File: config.mk
export PLATFORM = sky130hd
export DESIGN_NAME = rose_pulse_gen
export DESIGN_NICKNAME = d
export VERILOG_FILES = /design/src/rtl/rose_pulse_gen.sv
export SDC_FILE = /design/constraint.sdc
export NUM_CORES = 1
export LEC_CHECK = 0
export CAP_MARGIN = 10
export CELL_PAD_IN_SITES_DETAIL_PLACEMENT = 1
export CELL_PAD_IN_SITES_GLOBAL_PLACEMENT = 1
export CORE_ASPECT_RATIO = 1.2
export CORE_MARGIN = 8
export CORE_UTILIZATION = 38
export CTS_CLUSTER_DIAMETER = 50
export DETAILED_ROUTE_END_ITERATION = 6
export GPL_ROUTABILITY_DRIVEN = 0
export PLACE_DENSITY = 0.93
export SYNTH_ARGS = -nofsm -noshare
export SYNTH_HDL_FRONTEND = slang
export SYNTH_SLANG_ARGS = --single-unit
File: constraint.sdc
create_clock -name clk -period 2.9 [get_ports clk]
set_input_delay 0.58 -clock clk [delete_from_list [all_inputs] [get_ports clk]]
set_output_delay 0.58 -clock clk [all_outputs]
set_load 0.05 [all_outputs]
File: src/rtl/rose_pulse_gen.sv
// -----------------------------------------------------------------------------
// rose_pulse_gen
//
// Purpose:
//   Driver side of the rise-then-hold protocol. A rising edge on `a` starts a
//   registered pulse on `b` in the next cycle. The pulse stays high for a
//   programmable number of consecutive cycles, clamped to [MIN_LEN:MAX_LEN].
//   The block also reports completion, ignored triggers, clamped lengths and
//   keeps a count of completed pulses.
//
// Parameters:
//   MIN_LEN   minimum pulse length in cycles (1 <= MIN_LEN <= MAX_LEN)
//   MAX_LEN   maximum pulse length in cycles
//   LW        width of the length field
//
// Ports:
//   clk        in   1   single clock, all logic on posedge
//   rst        in   1   synchronous, active-high reset
//   a          in   1   trigger level; only its rising edge matters
//   len_i      in   LW  requested pulse length, sampled on the accepted rise
//   b          out  1   registered pulse output
//   done       out  1   one-cycle pulse in the first low cycle after a pulse
//   drop       out  1   one-cycle pulse when a rise is ignored (pulse active)
//   len_err    out  1   one-cycle pulse when the accepted len_i was clamped
//   pulse_cnt  out  16  completed pulse count, wraps 0xFFFF -> 0
//   chk_err    out  1   sticky self-check failure flag
//
// Configuration:
//   ROSE_PULSE_GEN_SELFCHK_EN  when defined, an independent monitor watches
//                              `b` and raises chk_err on a protocol violation.
//                              When undefined, chk_err is tied to 0.
// -----------------------------------------------------------------------------
module rose_pulse_gen #(
  parameter int MIN_LEN = 2,
  parameter int MAX_LEN = 4,
  parameter int LW      = $clog2(MAX_LEN + 1)
) (
  input  logic          clk,
  input  logic          rst,
  input  logic          a,
  input  logic [LW-1:0] len_i,
  output logic          b,
  output logic          done,
  output logic          drop,
  output logic          len_err,
  output logic [15:0]   pulse_cnt,
  output logic          chk_err
);

  typedef enum logic {
    S_IDLE  = 1'b0,
    S_PULSE = 1'b1
  } state_t;

  localparam logic [LW-1:0] MIN_L = LW'(MIN_LEN);
  localparam logic [LW-1:0] MAX_L = LW'(MAX_LEN);

  // ---------------------------------------------------------------------------
  // Registers and next-state wires
  // ---------------------------------------------------------------------------
  state_t        r_state;
  state_t        w_state_next;
  logic          r_a_q;
  logic [LW-1:0] r_cnt;
  logic [LW-1:0] w_cnt_next;
  logic          r_b;
  logic          w_b_next;
  logic          r_done;
  logic          w_done_next;
  logic          r_drop;
  logic          w_drop_next;
  logic          r_len_err;
  logic          w_len_err_next;
  logic [15:0]   r_pulse_cnt;
  logic [15:0]   w_pulse_cnt_next;

  // ---------------------------------------------------------------------------
  // Edge detect and length clamp
  // ---------------------------------------------------------------------------
  logic          w_rise;
  logic          w_len_lo;
  logic          w_len_hi;
  logic [LW-1:0] w_len_clamped;
  logic          w_accept;

  // r_a_q resets to 0, so `a` already high right after reset is a rise.
  assign w_rise   = a & ~r_a_q;

  // Full-width unsigned compare: len_i == 0 falls below MIN_L and clamps up.
  assign w_len_lo = (len_i < MIN_L);
  assign w_len_hi = (len_i > MAX_L);

  always_comb begin
    w_len_clamped = len_i;
    if (w_len_lo) begin
      w_len_clamped = MIN_L;
    end else if (w_len_hi) begin
      w_len_clamped = MAX_L;
    end
  end

  assign w_accept = (r_state == S_IDLE) && w_rise;

  // ---------------------------------------------------------------------------
  // State register
  // ---------------------------------------------------------------------------
  always_ff @(posedge clk) begin
    if (rst) begin
      r_state     <= S_IDLE;
      r_a_q       <= 1'b0;
      r_cnt       <= '0;
      r_b         <= 1'b0;
      r_done      <= 1'b0;
      r_drop      <= 1'b0;
      r_len_err   <= 1'b0;
      r_pulse_cnt <= 16'd0;
    end else begin
      r_state     <= w_state_next;
      r_a_q       <= a;
      r_cnt       <= w_cnt_next;
      r_b         <= w_b_next;
      r_done      <= w_done_next;
      r_drop      <= w_drop_next;
      r_len_err   <= w_len_err_next;
      r_pulse_cnt <= w_pulse_cnt_next;
    end
  end

  // ---------------------------------------------------------------------------
  // Next-state and output logic
  // ---------------------------------------------------------------------------
  // r_cnt holds the number of high cycles still to come after the current
  // one, so it is loaded with L-1 and the pulse ends when it reads zero.
  always_comb begin
    w_state_next     = r_state;
    w_cnt_next       = r_cnt;
    w_b_next         = r_b;
    w_done_next      = 1'b0;
    w_drop_next      = 1'b0;
    w_len_err_next   = 1'b0;
    w_pulse_cnt_next = r_pulse_cnt;

    case (r_state)
      S_IDLE: begin
        w_b_next = 1'b0;
        if (w_rise) begin
          w_state_next   = S_PULSE;
          w_b_next       = 1'b1;
          w_cnt_next     = w_len_clamped - LW'(1);
          w_len_err_next = w_len_lo | w_len_hi;
        end
      end

      S_PULSE: begin
        w_b_next = 1'b1;
        // A rise while busy is reported and otherwise ignored, including a
        // rise in the terminal cycle of the pulse.
        if (w_rise) begin
          w_drop_next = 1'b1;
        end
        if (r_cnt != '0) begin
          w_cnt_next = r_cnt - LW'(1);
        end else begin
          w_state_next     = S_IDLE;
          w_b_next         = 1'b0;
          w_done_next      = 1'b1;
          w_pulse_cnt_next = r_pulse_cnt + 16'd1;
        end
      end

      default: begin
        w_state_next = S_IDLE;
        w_b_next     = 1'b0;
      end
    endcase
  end

  assign b         = r_b;
  assign done      = r_done;
  assign drop      = r_drop;
  assign len_err   = r_len_err;
  assign pulse_cnt = r_pulse_cnt;

  // ---------------------------------------------------------------------------
  // Optional protocol monitor
  // ---------------------------------------------------------------------------
`ifdef ROSE_PULSE_GEN_SELFCHK_EN
  localparam logic [LW:0] RUN_MIN = (LW+1)'(MIN_LEN);
  localparam logic [LW:0] RUN_LIM = (LW+1)'(MAX_LEN + 1);

  // r_run counts consecutive high samples of b and saturates at MAX_LEN+1,
  // which is already a violation. It only observes the output and the
  // accepted-trigger strobe, never the FSM counter.
  logic [LW:0] r_run;
  logic        r_acc_q;
  logic        r_chk_err;
  logic [LW:0] w_run_inc;

  assign w_run_inc = r_run + (LW+1)'(1);

  always_ff @(posedge clk) begin
    if (rst) begin
      r_run     <= '0;
      r_acc_q   <= 1'b0;
      r_chk_err <= 1'b0;
    end else begin
      r_acc_q <= w_accept;
      if (r_b) begin
        if (r_run != RUN_LIM) begin
          r_run <= w_run_inc;
        end
        if (w_run_inc == RUN_LIM) begin
          r_chk_err <= 1'b1;
        end
      end else begin
        if ((r_run != '0) && (r_run < RUN_MIN)) begin
          r_chk_err <= 1'b1;
        end
        r_run <= '0;
      end
      // The cycle after an accepted rise must already show b high.
      if (r_acc_q && !r_b) begin
        r_chk_err <= 1'b1;
      end
    end
  end

  assign chk_err = r_chk_err;
`else
  assign chk_err = 1'b0;
`endif

endmodule

==> impl_results.md, run 1 <==
* DRC viols at 0
* Initial DRC Count at 35
* Slew margin rel. at 65.89%
* Cell area after synthesis at 1095 sq um
* Initial antenna violation count at 0
* Post-synth EDFFs at 0
* Post-synth ARST share at 0%
* Skew-Pair Late Insertion Delay at 0.32 ns
* Post-synthesis cell count at 125
* Total track usage at 12.77%
* Syn avg cell area at 8.758 sq um
* Final TNS setup at 0 ns
* Post_cts resized at 0
* Max incr delay on CP at 0.88 ns
* Iteration count of the initial detailed-routing pass at 4
* # setup viols final at 0
* Area leader, netlist: dfxtp_1
* Crit-path slowest cell: clkdlybuf4s50_1
* CP Max Fanout at 11
* CTS sink count at 24
* Number of diodes at 0
* First-pass GRT wire length at 4.933 mm
* Status: finished clean
* Die X at 65 microns
* CTS Buf Count at 3
* Via/cell ratio at 5.519
* Crit path DAT at 1.72 ns
* Core ar. at 2759 sq um
* CTS tree: done
* Vias post-DR at 1021
* Vias in the first global route at 1100
* Netlist cell types at 35
* CTS hold repair buffers at 0
* Ports at 27
* Post-Route WL at 2.947 mm
* Tot Pwr at 0.6564 mW
* DIE HEIGHT at 74.80 microns
* Crit Path Category: flop to primary output
* Clock Path Buffers at 2
* Row count at 21
* Worst hold path type: flop to flop
* Setup Fix Bufs, Post-CTS at 0
* YS warnings at 0
* Post-DR wirelength/cell at 15.93 microns
* Critical-path cell list: clkdlybuf4s50_1
* Worst Max-Slew Pin Slew at 0.5101 ns
* Bufs and invs on worst path at 1
* Layout cells sized above 1 at 5.298%
* Fin crit share at 79.38%
* Seq cells post-synth at 24
* Nets at 160
* Sequential-to-total area share from yosys stat at 43.89%
* Setup crit end kind: primary output
* RSZ-0062 raised after global routing: no
* VDD IR max at 0.3524 mV
* Fill count at 342
* Synth Flop Type: dfxtp_1
* Largest net degree at the start of global routing at 24
* Initial core utilization at 39.68%
* ANT nets after route at 0
* Final Critical Period at 2.302 ns
* Die area at 4862 sq um
* Area growth syn-to-layout at 29.03%
* Clock Root Buffer: clkbuf_4
* Max Cap Violations at 0
* Synth top area share at 43.89%
* Pleak at 0.4692 nW
* Crit path launch type: flop
* I/O Buffers at 25
* DP HPWL at 2.206 mm
* Fmax at 434.4 MHz
* Hold Fails Final Rpt at 0
* Clk_skew at 0.002936 ns
* PD cells at 464.7 nW/um^2
* Fin. max-slew vios at 0
* Synth top area cells: dfxtp_1, xnor2_1, nor2_1, a21oi_1, nor4_1
* Syn Nets at 133
* CP top delay family: buffers and inverters
* GRT Residual Overflow at 0
* H-Tree Level Count at 1
* Clock transition at path regs at 0.14 ns
* Req. time, crit path at 2.32 ns
-- path summary, 6_finish.rpt --
check | from | slack, ns | cells past startpoint | end
setup / recovery | b | 0.60 | 1 | b
hold / removal | pulse_cnt[15] | 0.49 | 2 | pulse_cnt[15]
setup reg to reg | b | 0.68 | 4 | pulse_cnt[14]
hold reg to reg | pulse_cnt[15] | 0.49 | 2 | pulse_cnt[15]
-- registers in the layout (all words and copies together), names as in the netlist --
name and flops:
r_cnt 3, pulse_cnt 16, done 1, drop 1
len_err 1, r_a_q 1, b 1
-- cell type report --
type / instances / area (sq um) / area share, %
Clock buffer: 4 / 36.28 / 2.569
Inverter: 5 / 18.77 / 1.329
Multi-Input combinational cell: 91 / 569.3 / 40.30
Sequential cell: 24 / 480.5 / 34.01
Tap cell: 34 / 42.54 / 3.012
Timing Repair Buffer: 27 / 265.3 / 18.78
-- cells by family after synthesis --
group                      share of synthesized area [%]
AOI/OAI and AO/OA                                  12.34
other                                             0.3425
muxes                                              1.829
xor gates and xnor gates                           7.200
and+or+nand+nor                                    28.00
buffers and inverters                              4.114
adders and majority gates                          2.285
DFF                                                43.89
-- metal layers --
| layer | vias up | share of wire (%) | track usage [%] |
|---|---|---|---|
| li1 | 501 | - | - |
| met1 | 488 | 40 | 12.17 |
| met2 | 25 | 52 | 24.12 |
| met3 | 7 | 5.2 | 3.571 |
| met4 | 0 | 2.3 | 7.282 |
| met5 | - | 0 | 0 |
-- report_power, final --
part	internal, mW	switching, mW	total, mW
Sequential	0.343	0.0158	0.359
Combinational	0.0461	0.0680	0.114
Clock	0.0769	0.107	0.184
-- synthesized netlist by cell type (3+ instances only) --
| library cell | number |
|---|---|
| nand2_1 | 7 |
| nand4_1 | 4 |
| nor2_1 | 16 |
| or3_1 | 5 |
| inv_1 | 5 |
| xnor2_1 | 7 |
| a21oi_1 | 9 |
| clkbuf_1 | 3 |
| nand3_1 | 4 |
| o21ai_0 | 5 |
| nor4_1 | 5 |
| dfxtp_1 | 24 |
-- placed cells by master (no fill, tap or decap), types with 3 or more instances in the layout --
master,n
nand4_1,4
inv_1,5
nand3_1,4
xnor2_1,7
nand2_1,7
nor2_1,16
a21oi_1,9
dfxtp_1,24
clkbuf_4,3
clkdlybuf4s50_1,25
or3_1,5
nor4_1,5
o21ai_0,5
-- through the flow --
| step | std cells | util, % | hold WS [ns] | worst slack [ns] | area [sq um] |
|---|---|---|---|---|---|
| 2_1_floorplan | 125 | - | 0.4633 | 0.5696 | 1095 |
| 3_3_place_gp | 181 | 49.89 | 0.4633 | 0.8063 | 1376 |
| 3_5_place_dp | 181 | 49.89 | 0.4793 | 0.6613 | 1376 |
| 4_1_cts | 185 | 51.20 | 0.4979 | 0.5862 | 1413 |
| 5_1_grt | 185 | 51.20 | 0.5520 | 0.5354 | 1413 |
| 6_report | 185 | 51.20 | 0.4928 | 0.5979 | 1413 |
(Power assumes the default switching activity.)
==> run 2: changes to the inputs <==
- CORE_UTILIZATION: 38 -> 35
- PLACE_DENSITY: 0.93 -> 0.88
- clock period: 2.9 -> 2.4 ns (I/O delays scaled with it)
==> run 2 against run 1 <==
Compared with the run above: wire length decreased by 2.5%; critical path depth stayed put; flip-flop and latch count unchanged; cell count is 1.6% higher; non-clock buffer count rose by 1; count of clock-buffer cells in the layout did not move; critical endpoint is now pulse_cnt[7]; clock skew grew 0.0040 ns; sequential share of layout area is 0.24 points lower; sequential power is 20% higher; core utilization shrank 4.2 points; setup slack worse by 0.32 ns; hold slack about the same.
==> impl_results.md, run 2 (synthesis results as in run 1) <==
* Switching Share at 28.34% (-0.70 points)
* Area growth syn-to-layout at 29.94%
* Clock Root Buffer: clkbuf_4
* Nets at 161 (+0.63%)
* Worst hold path type: flop to flop
* CTS hold repair buffers at 0 (unchanged)
* GRT Residual Overflow at 0 (unchanged)
* Status: finished clean
* Hold Slack at 0.4931 ns (+0.0003210 ns)
* Crit Path Category: flop to primary output
* Number of diodes at 0 (unchanged)
* Vias post-DR at 1001 (-2.0%)
* Clock Path Buffers at 2 (unchanged)
* Via/cell ratio at 5.324 (-3.5%)
* Req. time, crit path at 1.92 ns (-0.40 ns)
* Crit path launch type: flop
* Post-route design area at 1423 sq um (+0.71%)
* Fmax at 472.3 MHz
* PD cells at 553.7 nW/um^2 (+19%)
* Setup crit end kind: primary output
* H-Tree Level Count at 1 (unchanged)
* CP Max Fanout at 6 (-5)
* Max Cap Violations at 0 (unchanged)
* Max incr delay on CP at 0.85 ns (-0.03 ns)
* Iteration count of the initial detailed-routing pass at 4 (unchanged)
* I/O Buffers at 25 (unchanged)
* CTS sink count at 24 (unchanged)
* Fin crit share at 88.23%
* ANT nets after route at 0 (unchanged)
* First-pass GRT wire length at 4.892 mm (-0.83%)
* Die area at 5181 sq um (+6.6%)
* Post-Route WL at 2.873 mm (-2.5%)
* Pleak at 0.4744 nW (+1.1%)
* Internal power at 0.5645 mW (+21%)
* Crit path DAT at 1.64 ns (-0.08 ns)
* Commonest non-fill, non-tap cell in the layout: clkdlybuf4s50_1
* Post_cts resized at 0 (unchanged)
* Largest net degree at the start of global routing at 24 (unchanged)
* DP HPWL at 2.217 mm (+0.53%)
* Initial antenna violation count at 0 (unchanged)
* Layout cells sized above 1 at 5.921% (+0.62 points)
* Core ar. at 3028 sq um (+9.8%)
* Highest-count cells in the layout ignoring fill and taps: clkdlybuf4s50_1, dfxtp_1, nor2_1, a21oi_1
* Fin. max-slew vios at 0 (unchanged)
* CTS Buf Count at 3 (unchanged)
* Placed inst area at 1386 sq um (+0.73%)
* Row count at 22 (+4.8%)
* Final Critical Period at 2.117 ns
* RSZ-0062 raised after global routing: no
* NetSw at 0.2232 mW (+17%)
* CTS tree: done
* Ports at 27 (unchanged)
* DIE HEIGHT at 77.27 microns (+3.3%)
* Tot Pwr at 0.7877 mW (+20%)
* Clock transition at path regs at 0.14 ns (about the same)
* Total track usage at 11.52% (-1.2 points)
* Post-DR wirelength/cell at 15.28 microns (-4.1%)
* Initial DRC Count at 35 (unchanged)
* Clk_skew at 0.006974 ns (+0.004038 ns)
* Vias in the first global route at 1038 (-5.6%)
* Max reg flops at 16 (unchanged)
* Sequential fraction of design power at 54.6% (about the same)
* # setup viols final at 0 (unchanged)
* Initial core utilization at 36.16% (-3.5 points)
* VDD IR max at 0.2787 mV (-21%)
* Skew-Pair Late Insertion Delay at 0.31 ns (about the same)
* Hold Fails Final Rpt at 0 (unchanged)
* Final TNS setup at 0 ns (unchanged)
* Comb power frac at 18.2% (+0.8 points)
* Critical-path cell list: clkdlybuf4s50_1
* Die X at 67.06 microns (+3.2%)
* Bufs and invs on worst path at 1 (unchanged)
* Clock Power Share at 27.2% (-0.8 points)
* Crit-path slowest cell: clkdlybuf4s50_1
* DRC viols at 0 (unchanged)
* CP top delay family: buffers and inverters
* Worst Max-Slew Pin Slew at 0.5187 ns (+0.008627 ns)
* Setup Fix Bufs, Post-CTS at 0 (unchanged)
* Slew margin rel. at 65.31% (-0.58 points)
[run 2: worst reg2reg max path: cells and delay by family, from the launching register on]
kind | cells | cell delay (ns)
flops | 1 | 0.36
simple gates | 3 | 1.52
compound gates | 1 | 0.14
[run 2: metrics by stage]
step                      setup WS (ns)  std cells  utilization (%)
after global routing             0.2150        188            46.98
after CTS                        0.2543        188            46.98
final                            0.2825        188            46.98
after global placement           0.3844        184            45.79
after floorplan                 0.06956        125                -
after detailed placement         0.3372        184            45.79
[run 2: final timing paths]
| kind | from | depth (start not counted) | endpoint | slack, ns |
|---|---|---|---|---|
| setup / recovery | pulse_cnt[7] | 1 | pulse_cnt[7] | 0.28 |
| hold / removal | pulse_cnt[15] | 2 | pulse_cnt[15] | 0.49 |
| setup reg to reg | r_cnt[1] | 4 | pulse_cnt[14] | 0.31 |
| hold reg to reg | pulse_cnt[15] | 2 | pulse_cnt[15] | 0.49 |
[run 2: layout make-up]
cell class / instances / area, sq um
Clock buffer: 4 / 36.28
Fill cell: 368 / 1605
Inverter: 5 / 18.77
Multi-Input combinational cell: 91 / 569.3
Sequential cell: 24 / 480.5
Tap cell: 36 / 45.04
Timing Repair Buffer: 28 / 272.8
[run 2: metal layers]
metal	vias up	part of all wire, %	global-route usage [%]	routed length (microns)
met1	471	40	12.58	1137
met4	0	1.6	4.612	46
met5	-	0	0	0
met2	20	53	19.94	1517
li1	504	-	-	-
met3	6	6.0	3.198	171
[run 2: power by group through the flow]
stage | Sequential [mW] | Clock [mW] | Combinational [mW]
2_1_floorplan | 0.460 | 0 | 0.0734
3_3_place_gp | 0.437 | 0 | 0.138
3_5_place_dp | 0.439 | 0 | 0.144
4_1_cts | 0.430 | 0.226 | 0.145
5_1_grt | 0.432 | 0.240 | 0.157
6_report | 0.430 | 0.215 | 0.143
==> run 3: changes to the inputs <==
- CTS_CLUSTER_SIZE: not set -> 24
==> results of run 3 <==
Final layout, timing and power as in run 2 (identical DEF).
